==> config.mk <==
export PLATFORM = sky130hd
export DESIGN_NAME = uart_rx_fifo_flat
export DESIGN_NICKNAME = d
export VERILOG_FILES = /design/src/rtl/uart_rx_fifo_pkg.sv /design/src/rtl/uart_rx_fifo_if.sv /design/src/rtl/uart_rx_fifo_sync_fifo.sv /design/src/rtl/uart_rx_fifo.sv /design/src/flat_wrapper.sv
export SDC_FILE = /design/constraint.sdc
export NUM_CORES = 1
export LEC_CHECK = 0
export BUFFER_PORTS_ARGS = -buffer_cell sky130_fd_sc_hd__buf_2
export CORE_MARGIN = 1.5
export CORE_UTILIZATION = 55
export CTS_BUF_LIST = sky130_fd_sc_hd__clkbuf_4
export CTS_CLUSTER_SIZE = 20
export DETAILED_ROUTE_END_ITERATION = 8
export GPL_TIMING_DRIVEN = 0
export PLACE_DENSITY = 0.73
export SYNTH_ARGS = -nofsm -noshare
export SYNTH_HDL_FRONTEND = slang
export SYNTH_SLANG_ARGS = --single-unit
==> constraint.sdc <==
create_clock -name clk -period 2.7 [get_ports clk]
set_input_delay 0.54 -clock clk [delete_from_list [all_inputs] [get_ports clk]]
set_output_delay 0.54 -clock clk [all_outputs]
set_load 0.01 [all_outputs]
==> src/rtl/uart_rx_fifo_pkg.sv <==
// Shared UART constants: byte width and default FIFO depth for the RX and TX buffers.
package uart_rx_fifo_pkg;

  localparam int unsigned UART_DATA_W    = 8;
  localparam int unsigned RX_FIFO_DEPTH  = 16;
  localparam int unsigned RX_FIFO_ADDR_W = $clog2(RX_FIFO_DEPTH);

  typedef logic [UART_DATA_W-1:0] uart_byte_t;

endpackage

==> src/rtl/uart_rx_fifo_if.sv <==
// Consumer-side read port of the UART RX FIFO: pop/clear requests in, head byte and status out.
interface uart_rx_fifo_if
  import uart_rx_fifo_pkg::*;
#(
  parameter int unsigned DataW = UART_DATA_W,
  parameter int unsigned AddrW = RX_FIFO_ADDR_W
);

  logic             rd_en;
  logic             clr_overflow;
  logic [DataW-1:0] rd_data;
  logic             empty;
  logic             full;
  logic [AddrW:0]   count;
  logic             overflow;

  modport master (
    output rd_en, clr_overflow,
    input  rd_data, empty, full, count, overflow
  );

  modport slave (
    input  rd_en, clr_overflow,
    output rd_data, empty, full, count, overflow
  );

endinterface

==> src/rtl/uart_rx_fifo_sync_fifo.sv <==
// Generic single-clock show-ahead FIFO with registered count/empty/full flags.
module sync_fifo #(
  parameter int unsigned Width = 8,
  parameter int unsigned Depth = 16,
  parameter int unsigned AddrW = $clog2(Depth)
) (
  input  logic             clk_i,
  input  logic             rst_ni,
  input  logic             wr_i,
  input  logic [Width-1:0] wdata_i,
  input  logic             rd_i,
  output logic [Width-1:0] rdata_o,
  output logic             empty_o,
  output logic             full_o,
  output logic [AddrW:0]   count_o
);

  typedef logic [AddrW-1:0] ptr_t;
  typedef logic [AddrW:0]   cnt_t;

  logic [Width-1:0] mem_q [Depth];
  ptr_t wr_ptr_q, wr_ptr_d, rd_ptr_q, rd_ptr_d;
  cnt_t count_q, count_d;
  logic empty_q, empty_d, full_q, full_d;
  logic pop, push;

  // A simultaneous pop frees the slot, so a write into a full FIFO is still accepted.
  assign pop  = rd_i & ~empty_q;
  assign push = wr_i & (~full_q | pop);

  always_comb begin
    wr_ptr_d = wr_ptr_q;
    rd_ptr_d = rd_ptr_q;
    count_d  = count_q;
    if (push) wr_ptr_d = wr_ptr_q + ptr_t'(1);
    if (pop)  rd_ptr_d = rd_ptr_q + ptr_t'(1);
    if (push && !pop)      count_d = count_q + cnt_t'(1);
    else if (pop && !push) count_d = count_q - cnt_t'(1);
    empty_d = (count_d == cnt_t'(0));
    full_d  = (count_d == cnt_t'(Depth));
  end

  always_ff @(posedge clk_i) begin
    if (!rst_ni) begin
      wr_ptr_q <= '0;
      rd_ptr_q <= '0;
      count_q  <= '0;
      empty_q  <= 1'b1;
      full_q   <= 1'b0;
    end else begin
      wr_ptr_q <= wr_ptr_d;
      rd_ptr_q <= rd_ptr_d;
      count_q  <= count_d;
      empty_q  <= empty_d;
      full_q   <= full_d;
    end
  end

  always_ff @(posedge clk_i) begin
    if (push) mem_q[wr_ptr_q] <= wdata_i;
  end

  assign rdata_o = mem_q[rd_ptr_q];
  assign empty_o = empty_q;
  assign full_o  = full_q;
  assign count_o = count_q;

endmodule

==> src/rtl/uart_rx_fifo.sv <==
// UART receive buffer: captures a byte on each falling edge of data_strobe into a show-ahead FIFO
// and tracks a sticky overflow flag for bytes dropped while full.
module uart_rx_fifo
  import uart_rx_fifo_pkg::*;
#(
  parameter int unsigned DATA_W = UART_DATA_W,
  parameter int unsigned DEPTH  = RX_FIFO_DEPTH,
  parameter int unsigned ADDR_W = $clog2(DEPTH)
) (
  input  logic              clk,
  input  logic              reset,
  input  logic [DATA_W-1:0] rx_data,
  input  logic              data_strobe,
  uart_rx_fifo_if.slave     rd_if
);

  logic strobe_q;
  logic overflow_q, overflow_d;
  logic wr_req, pop, drop;

  assign wr_req = strobe_q & ~data_strobe;
  assign pop    = rd_if.rd_en & ~rd_if.empty;
  assign drop   = wr_req & rd_if.full & ~pop;

  // Set has priority over clear so a drop in the clearing cycle is never lost.
  always_comb begin
    overflow_d = overflow_q;
    if (drop)                    overflow_d = 1'b1;
    else if (rd_if.clr_overflow) overflow_d = 1'b0;
  end

  always_ff @(posedge clk) begin
    if (!reset) begin
      strobe_q   <= 1'b0;
      overflow_q <= 1'b0;
    end else begin
      strobe_q   <= data_strobe;
      overflow_q <= overflow_d;
    end
  end

  assign rd_if.overflow = overflow_q;

  sync_fifo #(
    .Width (DATA_W),
    .Depth (DEPTH),
    .AddrW (ADDR_W)
  ) u_fifo (
    .clk_i   (clk),
    .rst_ni  (reset),
    .wr_i    (wr_req),
    .wdata_i (rx_data),
    .rd_i    (rd_if.rd_en),
    .rdata_o (rd_if.rd_data),
    .empty_o (rd_if.empty),
    .full_o  (rd_if.full),
    .count_o (rd_if.count)
  );

endmodule

==> src/flat_wrapper.sv <==
// flat-port wrapper written by rule: the top's interface ports become plain ports
module uart_rx_fifo_flat import uart_rx_fifo_pkg::*;
#(
  parameter int unsigned DATA_W = UART_DATA_W,
  parameter int unsigned DEPTH  = RX_FIFO_DEPTH,
  parameter int unsigned ADDR_W = $clog2(DEPTH)
)
  (clk, reset, rx_data, data_strobe, rd_if_rd_en, rd_if_clr_overflow, rd_if_rd_data, rd_if_empty, rd_if_full, rd_if_count, rd_if_overflow);
  uart_rx_fifo_if #(.DataW(8), .AddrW(4)) rd_if_i ();
  input  logic clk;
  input  logic reset;
  input  logic [DATA_W-1:0] rx_data;
  input  logic data_strobe;
  input wire logic [$bits(rd_if_i.rd_en)-1:0] rd_if_rd_en;
  input wire logic [$bits(rd_if_i.clr_overflow)-1:0] rd_if_clr_overflow;
  output wire logic [$bits(rd_if_i.rd_data)-1:0] rd_if_rd_data;
  output wire logic [$bits(rd_if_i.empty)-1:0] rd_if_empty;
  output wire logic [$bits(rd_if_i.full)-1:0] rd_if_full;
  output wire logic [$bits(rd_if_i.count)-1:0] rd_if_count;
  output wire logic [$bits(rd_if_i.overflow)-1:0] rd_if_overflow;
  assign rd_if_i.rd_en = rd_if_rd_en;
  assign rd_if_i.clr_overflow = rd_if_clr_overflow;
  assign rd_if_rd_data = rd_if_i.rd_data;
  assign rd_if_empty = rd_if_i.empty;
  assign rd_if_full = rd_if_i.full;
  assign rd_if_count = rd_if_i.count;
  assign rd_if_overflow = rd_if_i.overflow;
  uart_rx_fifo #(.DATA_W(DATA_W), .DEPTH(DEPTH), .ADDR_W(ADDR_W)) u_core (.clk(clk), .reset(reset), .rx_data(rx_data), .data_strobe(data_strobe), .rd_if(rd_if_i));
endmodule
==> flow_summary.rst, run 1 <==
.. list-table::
   :header-rows: 1

   * - Metric
     - Value
   * - Y dimension of the die
     - 107 um
   * - CTS Buf Count
     - 17
   * - Post-synthesis area per instance
     - 19.7 sq um
   * - Clock network latency to the later pin of the worst-skew pair
     - 0.52 ns
   * - Largest voltage drop on the vdd net
     - 0.399 mV
   * - Max stage delay cell, worst path
     - mux4_2
   * - Dominant combinational cell family by area after synthesis
     - multiplexers
   * - Synth Area in Compound Gates
     - 0.0150
   * - First-pass iteration count of the detailed router
     - 4
   * - Clock network fraction of design power
     - 0.283
   * - Clock tree skew after final layout
     - 0.0143 ns
   * - Final std cell area, no fill
     - 6630 sq um
   * - Syn. warnings
     - 0
   * - Placed inst area
     - 6250 sq um
   * - Cell chain of the critical path
     - buf_12 -> clkbuf_16 -> mux4_2 -> mux4_2 -> buf_6
   * - Avg Vias per Cell
     - 5.82
   * - Start-to-end type of the worst setup path
     - reg2out
   * - Post-Synthesis Net Count
     - 321
   * - Cell class contributing the biggest share of worst-path delay
     - multiplexers
   * - Violated checks
     - negative setup slack
   * - Highest Clock Rate
     - 341 MHz
   * - Final worst hold slack
     - 0.218 ns
   * - Required time of the critical path
     - 2.16 ns
   * - Combinational fraction of design power
     - 0.186
   * - Number of cells traversed by the worst register-to-register path
     - 5
   * - Count of pins on the block boundary
     - 29
   * - DRC
     - 0
   * - Share of the yosys chip area belonging to registers
     - 0.718
   * - Final period utilization
     - 1.09
   * - Setup repair after global routing missed its margin
     - yes
   * - Max FO, Critical Path
     - 8
   * - Share of the core filled with cells in the final layout
     - 0.637
   * - Maximum number of pins on one net before global-route repair
     - 17
   * - Reported net switching power
     - 1.18 mW
   * - TritonCTS clock tree
     - built
   * - CTS Hold Bufs
     - 0
   * - Post-synthesis instance area
     - 5940 sq um
   * - Post-DR wirelength/cell
     - 21.9 um
   * - Die ar.
     - 11400 sq um
   * - Number of failing hold endpoints at the final stage
     - 0
   * - Proportion of power drawn by flip-flops and latches
     - 0.531
   * - Number of storage elements in the synthesis netlist
     - 149
   * - Post-layout net count
     - 373
   * - Multiplexer fraction of the synthesized cell area
     - 0.167
   * - Cell internal power dissipation
     - 3.72 mW
   * - Number of routed nets with antenna violations
     - 0
   * - Setup slack of the worst register-to-register path
     - 0.20 ns
   * - Initial core utilization
     - 0.570
   * - Fraction of the mapped netlist area in simple logic gates
     - 0.0522
   * - Capturing element type of the critical path
     - output port
   * - Placer congestion estimate
     - 0.796
   * - Adder and majority cell fraction of the synthesized area
     - 0.0147
   * - DRC violation total after the first TritonRoute iteration
     - 169
   * - Status
     - finished with violations
   * - Number of stages on the worst setup path
     - 5
   * - Width of the die
     - 107 um
   * - Share of the synthesized netlist area taken by xor and xnor gates
     - 0.0133
   * - Core outline area
     - 10400 sq um
   * - Type of the most critical hold path
     - in2reg
   * - Multi-input logic area
     - 1480 sq um
   * - Worst R2R Start
     - u_core.strobe_q
   * - Root buffer cell
     - clkbuf_4
   * - Most frequent standard cell in the layout excluding fill and tap cells
     - edfxtp_1
   * - Beginning of the worst hold path
     - data_strobe
   * - Worst Slack Setup Final
     - -0.236 ns
   * - Final WL
     - 11000 um
   * - Leakage Power
     - 2.16 nW
   * - Synth cell types
     - 37
   * - H-Tree Level Count
     - 4
   * - Final setup violating endpoints
     - 8
   * - Combined flip-flop and latch cell area
     - 4270 sq um
   * - Max-Cap Viols
     - 0
   * - CTS Buffer Depth
     - 2
   * - Global-route wire length before repair
     - 17000 um
   * - Endpoint arrival time on the critical path
     - 2.40 ns
   * - End point of the critical path
     - rd_if_rd_data[5]
   * - Number of placement rows
     - 37
   * - Power Density
     - 739 nW/um^2
   * - Normalized max-slew margin
     - 0.121
   * - Setup TNS after final layout
     - -1.69 ns
   * - CTS clock-pin slew for the worst setup and hold paths
     - 0.12 ns
   * - Crit path top cell by count
     - mux4_2
   * - Fraction of layout cells with a size suffix above 1
     - 0.328
   * - Port buffer count
     - 28
   * - Worst-Margin Slew
     - 1.31 ns
   * - GRT Residual Overflow
     - 0
   * - Switching part of the total power
     - 0.241
   * - GRT Resource Usage Total
     - 0.213
   * - Setup slack at placement
     - -0.289 ns
   * - Count of buffer and inverter cells on the critical path
     - 3
   * - Final slew viol count
     - 0
   * - Worst flop-to-flop path endpoint
     - u_core.u_fifo.mem_q[0][2]
   * - CP max stage delay
     - 0.52 ns
   * - Critical Path Start Type
     - flop
   * - Fillers
     - 773
   * - Minimum period implied by the final worst setup slack
     - 2.94 ns
   * - Number of vias after detailed routing
     - 2929
   * - Number of global-route vias before repair
     - 3005
   * - Layout-stage area growth over the synthesis result
     - 11.7%
   * - Clock Sink Count
     - 149
   * - Initial antenna violation count
     - 1
   * - DP Wirelength
     - 7010 um
   * - Commonest cells after routing, fill and taps aside
     - edfxtp_1, mux4_2, nor2_1
   * - Gate count after technology mapping
     - 301
==> synth_stat cells <==
cell type	number	area, sq um
edfxtp_1	128	3840
nor2_1	27	101
mux4_1	24	631
dfxtp_1	21	420
mux4_2	16	360
nand2_1	9	33.8
nor3_1	8	40.0
ha_1	7	87.6
a21oi_1	5	25.0
inv_1	5	18.8
xor2_1	5	43.8
buf_1	4	15.0
clkbuf_1	4	15.0
nand2b_1	4	25.0
xnor2_1	4	35.0
and2_1	3	18.8
a211oi_1	2	15.0
buf_2	2	10.0
buf_8	2	30.0
nand3_1	2	10.0
nand4_1	2	12.5
or3_1	2	12.5
a21oi_2	1	8.76
a22oi_2	1	12.5
and2_4	1	8.76
and4_1	1	8.76
buf_12	1	20.0
buf_6	1	11.3
nand4b_1	1	8.76
nor2b_1	1	6.26
nor2b_2	1	8.76
nor4_1	1	6.26
nor4b_1	1	8.76
o21a_1	1	7.51
o21ai_1	1	5.00
o22ai_1	1	6.26
o41ai_1	1	8.76
==> per-stage QoR <==
step / power, mW / cells
6_report: 4.91 / 503
5_1_grt: 5.11 / 503
2_1_floorplan: 3.18 / 301
3_5_place_dp: 3.40 / 465
4_1_cts: 4.86 / 500
3_3_place_gp: 3.38 / 465
==> power by group through the flow <==
stage	Sequential [mW]	Combinational [mW]	Clock (mW)
floorplan	2.66	0.521	0
global placement	2.65	0.729	0
detailed placement	2.66	0.749	0
CTS	2.61	0.843	1.41
global route	2.62	0.981	1.51
finish	2.61	0.913	1.39
==> worst min-delay path by stage <==
stage | endpoint | slack (ns) | depth (start not counted)
after global placement | u_core.u_fifo.rd_ptr_q[1] | 0.50 | 2
final | u_core.strobe_q | 0.22 | 2
after CTS | u_core.strobe_q | 0.16 | 2
after floorplan | flop | 0.47 | 2
after detailed placement | u_core.u_fifo.rd_ptr_q[1] | 0.50 | 2
after global routing | u_core.strobe_q | 0.16 | 2
==> what timing repair did <==
action	4_1_cts	5_1_grt
resized for setup	30	13
cloned	1	2
buffers inserted	2	0
endpoints found under the setup margin	8	8
==> logic make-up after synthesis <==
logic type / count (synthesis)
buffers and inverters: 19
DFF: 149
adders and majority gates: 7
AOI/OAI and AO/OA: 13
muxes: 40
xor gates and xnor gates: 9
and+or+nand+nor: 64
==> metal layers <==
layer | global-route usage | part of all wire
met5 | 0 | 0
met4 | 0.0952 | 0.021
met3 | 0.0559 | 0.047
met2 | 0.340 | 0.52
met1 | 0.279 | 0.42
==> sequential cells by signal, indices dropped and copies added, names as in the netlist, named ones only <==
| register | cells |
|---|---|
| u_core.u_fifo.mem_q | 128 |
| u_core.rd_if.overflow | 1 |
| u_core.u_fifo.wr_ptr_q | 4 |
| u_core.u_fifo.count_o | 5 |
| u_core.u_fifo.empty_o | 1 |
| u_core.strobe_q | 1 |
| u_core.u_fifo.full_o | 1 |
| u_core.u_fifo.rd_ptr_q | 4 |
==> final cells by class <==
type,count,area share
Antenna cell,1,0.000377
Tap cell,136,0.0257
Clock inverter,12,0.0200
Multi-Input combinational cell,133,0.223
Timing Repair Buffer,33,0.0426
Sequential cell,149,0.643
Buffer,14,0.0198
Clock buffer,20,0.0226
Inverter,5,0.00283
Note: power is estimated with default switching activity, not from simulation.
==> run 2: changes to the inputs <==
--- a/config.mk
+++ b/config.mk
@@ -11,8 +11,8 @@
 export CTS_BUF_LIST = sky130_fd_sc_hd__clkbuf_4
 export CTS_CLUSTER_SIZE = 20
 export DETAILED_ROUTE_END_ITERATION = 8
-export GPL_TIMING_DRIVEN = 0
 export PLACE_DENSITY = 0.73
 export SYNTH_ARGS = -nofsm -noshare
 export SYNTH_HDL_FRONTEND = slang
+export SYNTH_HIERARCHICAL = 1
 export SYNTH_SLANG_ARGS = --single-unit
==> flow_summary.rst, run 2 <==
.. list-table::
   :header-rows: 1

   * - Metric
     - Value
   * - Setup slack of the worst register-to-register path
     - 0.69 ns (+0.49 ns)
   * - Combinational fraction of design power
     - 0.184 (-0.002)
   * - Maximum number of pins on one net before global-route repair
     - 33 (+16)
   * - Endpoint arrival time on the critical path
     - 2.37 ns (-0.03 ns)
   * - Worst flop-to-flop path endpoint
     - u_core/u_fifo/mem_q[3][2]
   * - Largest register by flop count
     - u_core/u_fifo/mem_q
   * - Power Density
     - 685 nW/um^2 (-7.4%)
   * - Initial core utilization
     - 0.568 (-0.00264)
   * - Status
     - finished with violations
   * - Post-DR wirelength/cell
     - 22.8 um (+4.0%)
   * - Placer congestion estimate
     - 0.808 (+1.6%)
   * - Leakage Power
     - 2.19 nW (+1.1%)
   * - Die ar.
     - 11300 sq um (-0.89%)
   * - Wire length on met2
     - 5900 um (+3.5%)
   * - Cell chain of the critical path
     - buf_12 -> buf_16 -> mux4_2 -> mux4_2 -> buf_6
   * - Max-Cap Viols
     - 0 (unchanged)
   * - Post-Synthesis Net Count
     - 321 (unchanged)
   * - Max reg flops
     - 128 (unchanged)
   * - Final slew viol count
     - 0 (unchanged)
   * - Largest voltage drop on the vdd net
     - 0.432 mV (+8.3%)
   * - Port buffer count
     - 28 (unchanged)
   * - Instance count along the most critical hold path
     - 2 (unchanged)
   * - Clock network latency to the later pin of the worst-skew pair
     - 0.53 ns (about the same)
   * - H-Tree Level Count
     - 4 (unchanged)
   * - Number of global-route vias before repair
     - 3146 (+4.7%)
   * - DRC
     - 0 (unchanged)
   * - Clock network fraction of design power
     - 0.243 (-0.040)
   * - Met3 wirelength from detailed routing
     - 873 um (+70%)
   * - Critical Path Start Type
     - flop
   * - Avg Vias per Cell
     - 5.99 (+2.8%)
   * - Y dimension of the die
     - 106 um (-0.44%)
   * - Post-synthesis instance area
     - 5890 sq um (-0.91%)
   * - Width of the die
     - 106 um (-0.44%)
   * - CTS clock-pin slew for the worst setup and hold paths
     - 0.11 ns (about the same)
   * - Beginning of the worst hold path
     - data_strobe
   * - Required time of the critical path
     - 2.16 ns (about the same)
   * - Highest Clock Rate
     - 344 MHz (+1.1%)
   * - Ys flop type
     - edfxtp_1
   * - Number of failing hold endpoints at the final stage
     - 0 (unchanged)
   * - Worst R2R Start
     - u_core/u_fifo/empty_o
   * - CP max stage delay
     - 0.51 ns (about the same)
   * - Yosys top cell area share
     - 0.653 (+0.00591)
   * - Minimum period implied by the final worst setup slack
     - 2.91 ns (-0.0306 ns)
   * - Synth cell types
     - 39 (+5.4%)
   * - Setup TNS after final layout
     - -1.37 ns (+0.318 ns)
   * - DRT met1 WL
     - 4700 um (+2.7%)
   * - Cell internal power dissipation
     - 3.41 mW (-8.5%)
   * - Worst Slack Setup Final
     - -0.205 ns (+0.0306 ns)
   * - Setup slack at placement
     - 0.304 ns (+0.593 ns)
   * - Clock Sink Count
     - 149 (unchanged)
   * - Number of routed nets with antenna violations
     - 0 (unchanged)
   * - Max FO, Critical Path
     - 8 (unchanged)
   * - Reported net switching power
     - 1.14 mW (-3.9%)
   * - Final antenna diode count
     - 0 (-1)
   * - DRC violation total after the first TritonRoute iteration
     - 290 (+72%)
   * - Commonest cells after routing, fill and taps aside
     - edfxtp_1, mux4_2, clkbuf_4
   * - Setup repair after global routing missed its margin
     - yes
   * - Final setup violating endpoints
     - 8 (unchanged)
   * - Fraction of synthesis flops using an asynchronous set or reset pin
     - 0 (unchanged)
   * - Leading cell types by total area after synthesis
     - edfxtp_1, mux4_2, dfxtp_1
   * - Start-to-end type of the worst setup path
     - reg2out
   * - Count of pins on the block boundary
     - 29 (unchanged)
   * - Fraction of layout cells with a size suffix above 1
     - 0.335 (+0.00725)
   * - Share of the core filled with cells in the final layout
     - 0.640 (+0.00296)
   * - Core outline area
     - 10400 sq um (-0.44%)
   * - Layout-stage area growth over the synthesis result
     - 12.7%
   * - Share of the yosys chip area belonging to registers
     - 0.724 (+0.00656)
   * - Normalized max-slew margin
     - 0.583 (+0.462)
   * - Commonest cells post-synth
     - edfxtp_1, mux4_2, dfxtp_1
   * - Worst-Margin Slew
     - 0.624 ns (-0.685 ns)
   * - GRT Residual Overflow
     - 0 (unchanged)
   * - CTS Hold Bufs
     - 0 (unchanged)
   * - Clock tree skew after final layout
     - 0.0123 ns (-0.00198 ns)
   * - Syn. warnings
     - 6 (+6)
   * - Most frequent standard cell in the layout excluding fill and tap cells
     - edfxtp_1
   * - Post-synthesis area per instance
     - 19.6 sq um (-0.91%)
   * - Violated checks
     - negative setup slack
   * - Cell with the most instances after synthesis
     - edfxtp_1
   * - GRT Resource Usage Total
     - 0.229 (+0.0154)
   * - Global-route wire length before repair
     - 18000 um (+6.0%)
   * - Capturing element type of the critical path
     - output port
   * - Uppermost layer routed
     - met4
   * - Number of placement rows
     - 37 (unchanged)
   * - Hold Crit Endpoint
     - u_core/strobe_q
   * - Root buffer cell
     - clkbuf_4
   * - Final period utilization
     - 1.08 (-0.0113)
   * - Number of synthesized flops with an enable pin
     - 128 (unchanged)
   * - Fillers
     - 728 (-5.8%)
   * - TritonCTS clock tree
     - built
   * - Type of the most critical hold path
     - in2reg
   * - First-pass iteration count of the detailed router
     - 4 (unchanged)
   * - Proportion of power drawn by flip-flops and latches
     - 0.573 (+0.042)
   * - Max stage delay cell, worst path
     - mux4_2
   * - Post-layout net count
     - 380 (+1.9%)
   * - Gate count after technology mapping
     - 301 (unchanged)
   * - Final cell count without fillers
     - 509 (+1.2%)
   * - Switching part of the total power
     - 0.250 (+0.00908)
   * - Library cell with the largest summed area after synthesis
     - edfxtp_1
   * - DP Wirelength
     - 7090 um (+1.3%)
   * - CTS Buf Count
     - 17 (unchanged)
   * - Final WL
     - 11600 um (+5.3%)
   * - CTS Buffer Depth
     - 2 (unchanged)
   * - Number of storage elements in the synthesis netlist
     - 149 (unchanged)
   * - Final worst hold slack
     - 0.223 ns (+0.00496 ns)
   * - Initial antenna violation count
     - 0 (-1)
   * - Placed cell count
     - 473 (+1.7%)
   * - Number of cells traversed by the worst register-to-register path
     - 5 (unchanged)
   * - Number of vias after detailed routing
     - 3047 (+4.0%)
   * - Crit path top cell by count
     - mux4_2
run 2: metrics by stage:
stage	total power, mW	area, sq um
after global placement	3.35	6310
after global routing	4.74	6640
after CTS	4.62	6680
after detailed placement	3.38	6310
final	4.54	6640
after floorplan	3.18	5890
run 2: logic make-up after synthesis:
kind of cell,share of synthesized area
DFF,0.724
and+or+nand+nor,0.0614
muxes,0.155
buffers and inverters,0.0157
AOI/OAI and AO/OA,0.0200
adders and majority gates,0.0149
xor gates and xnor gates,0.00893
run 2: final cells by class:
type                       count  area, sq um  share of cell area
sequential                   149         4270               0.643
clock buffer                  23          173              0.0260
inverter                       5         18.8             0.00283
timing repair buffer          53          438              0.0660
multi-input combinational    134         1530               0.231
tap                          136          170              0.0256
clock inverter                 9         37.5             0.00566
run 2: metal layers:
metal,vias up,GRT usage
met2,129,0.364
met3,11,0.0638
li1,1330,-
met4,0,0.0781
met5,-,0
met1,1577,0.308
run 2: how the worst max path moves through the flow:
stage	slack (ns)	to	cells past startpoint	from
floorplan	0.45	u_core/u_fifo/mem_q[3][0]	4	data_strobe
global placement	0.34	rd_if_rd_data[1]	4	flop
detailed placement	0.30	rd_if_rd_data[1]	4	flop
CTS	-0.25	rd_if_rd_data[1]	5	flop
global route	-0.30	rd_if_rd_data[2]	5	flop
finish	-0.21	rd_if_rd_data[2]	5	flop
run 2: worst max-delay path: cells and delay by family (launching register included):
kind                   cells  cell delay, ns
buffers and inverters      3            0.41
DFF                        1            0.40
muxes                      2            1.01
run 2: power by group through the flow:
stage                     sequential (mW)  combinational, mW  clock [mW]
after floorplan                      2.65              0.534           0
after global placement               2.65              0.704           0
after detailed placement             2.65              0.730           0
after CTS                            2.60              0.885        1.13
after global routing                 2.61              0.902        1.23
final                                2.60              0.834        1.11
run 2: timing repair:
action | 4_1_cts | 5_1_grt
gates cloned | 3 | 0
setup endpoints to repair | 8 | 8
resized for setup | 11 | 1
hold endpoints to repair | 0 | 0
setup buffers | 3 | 0
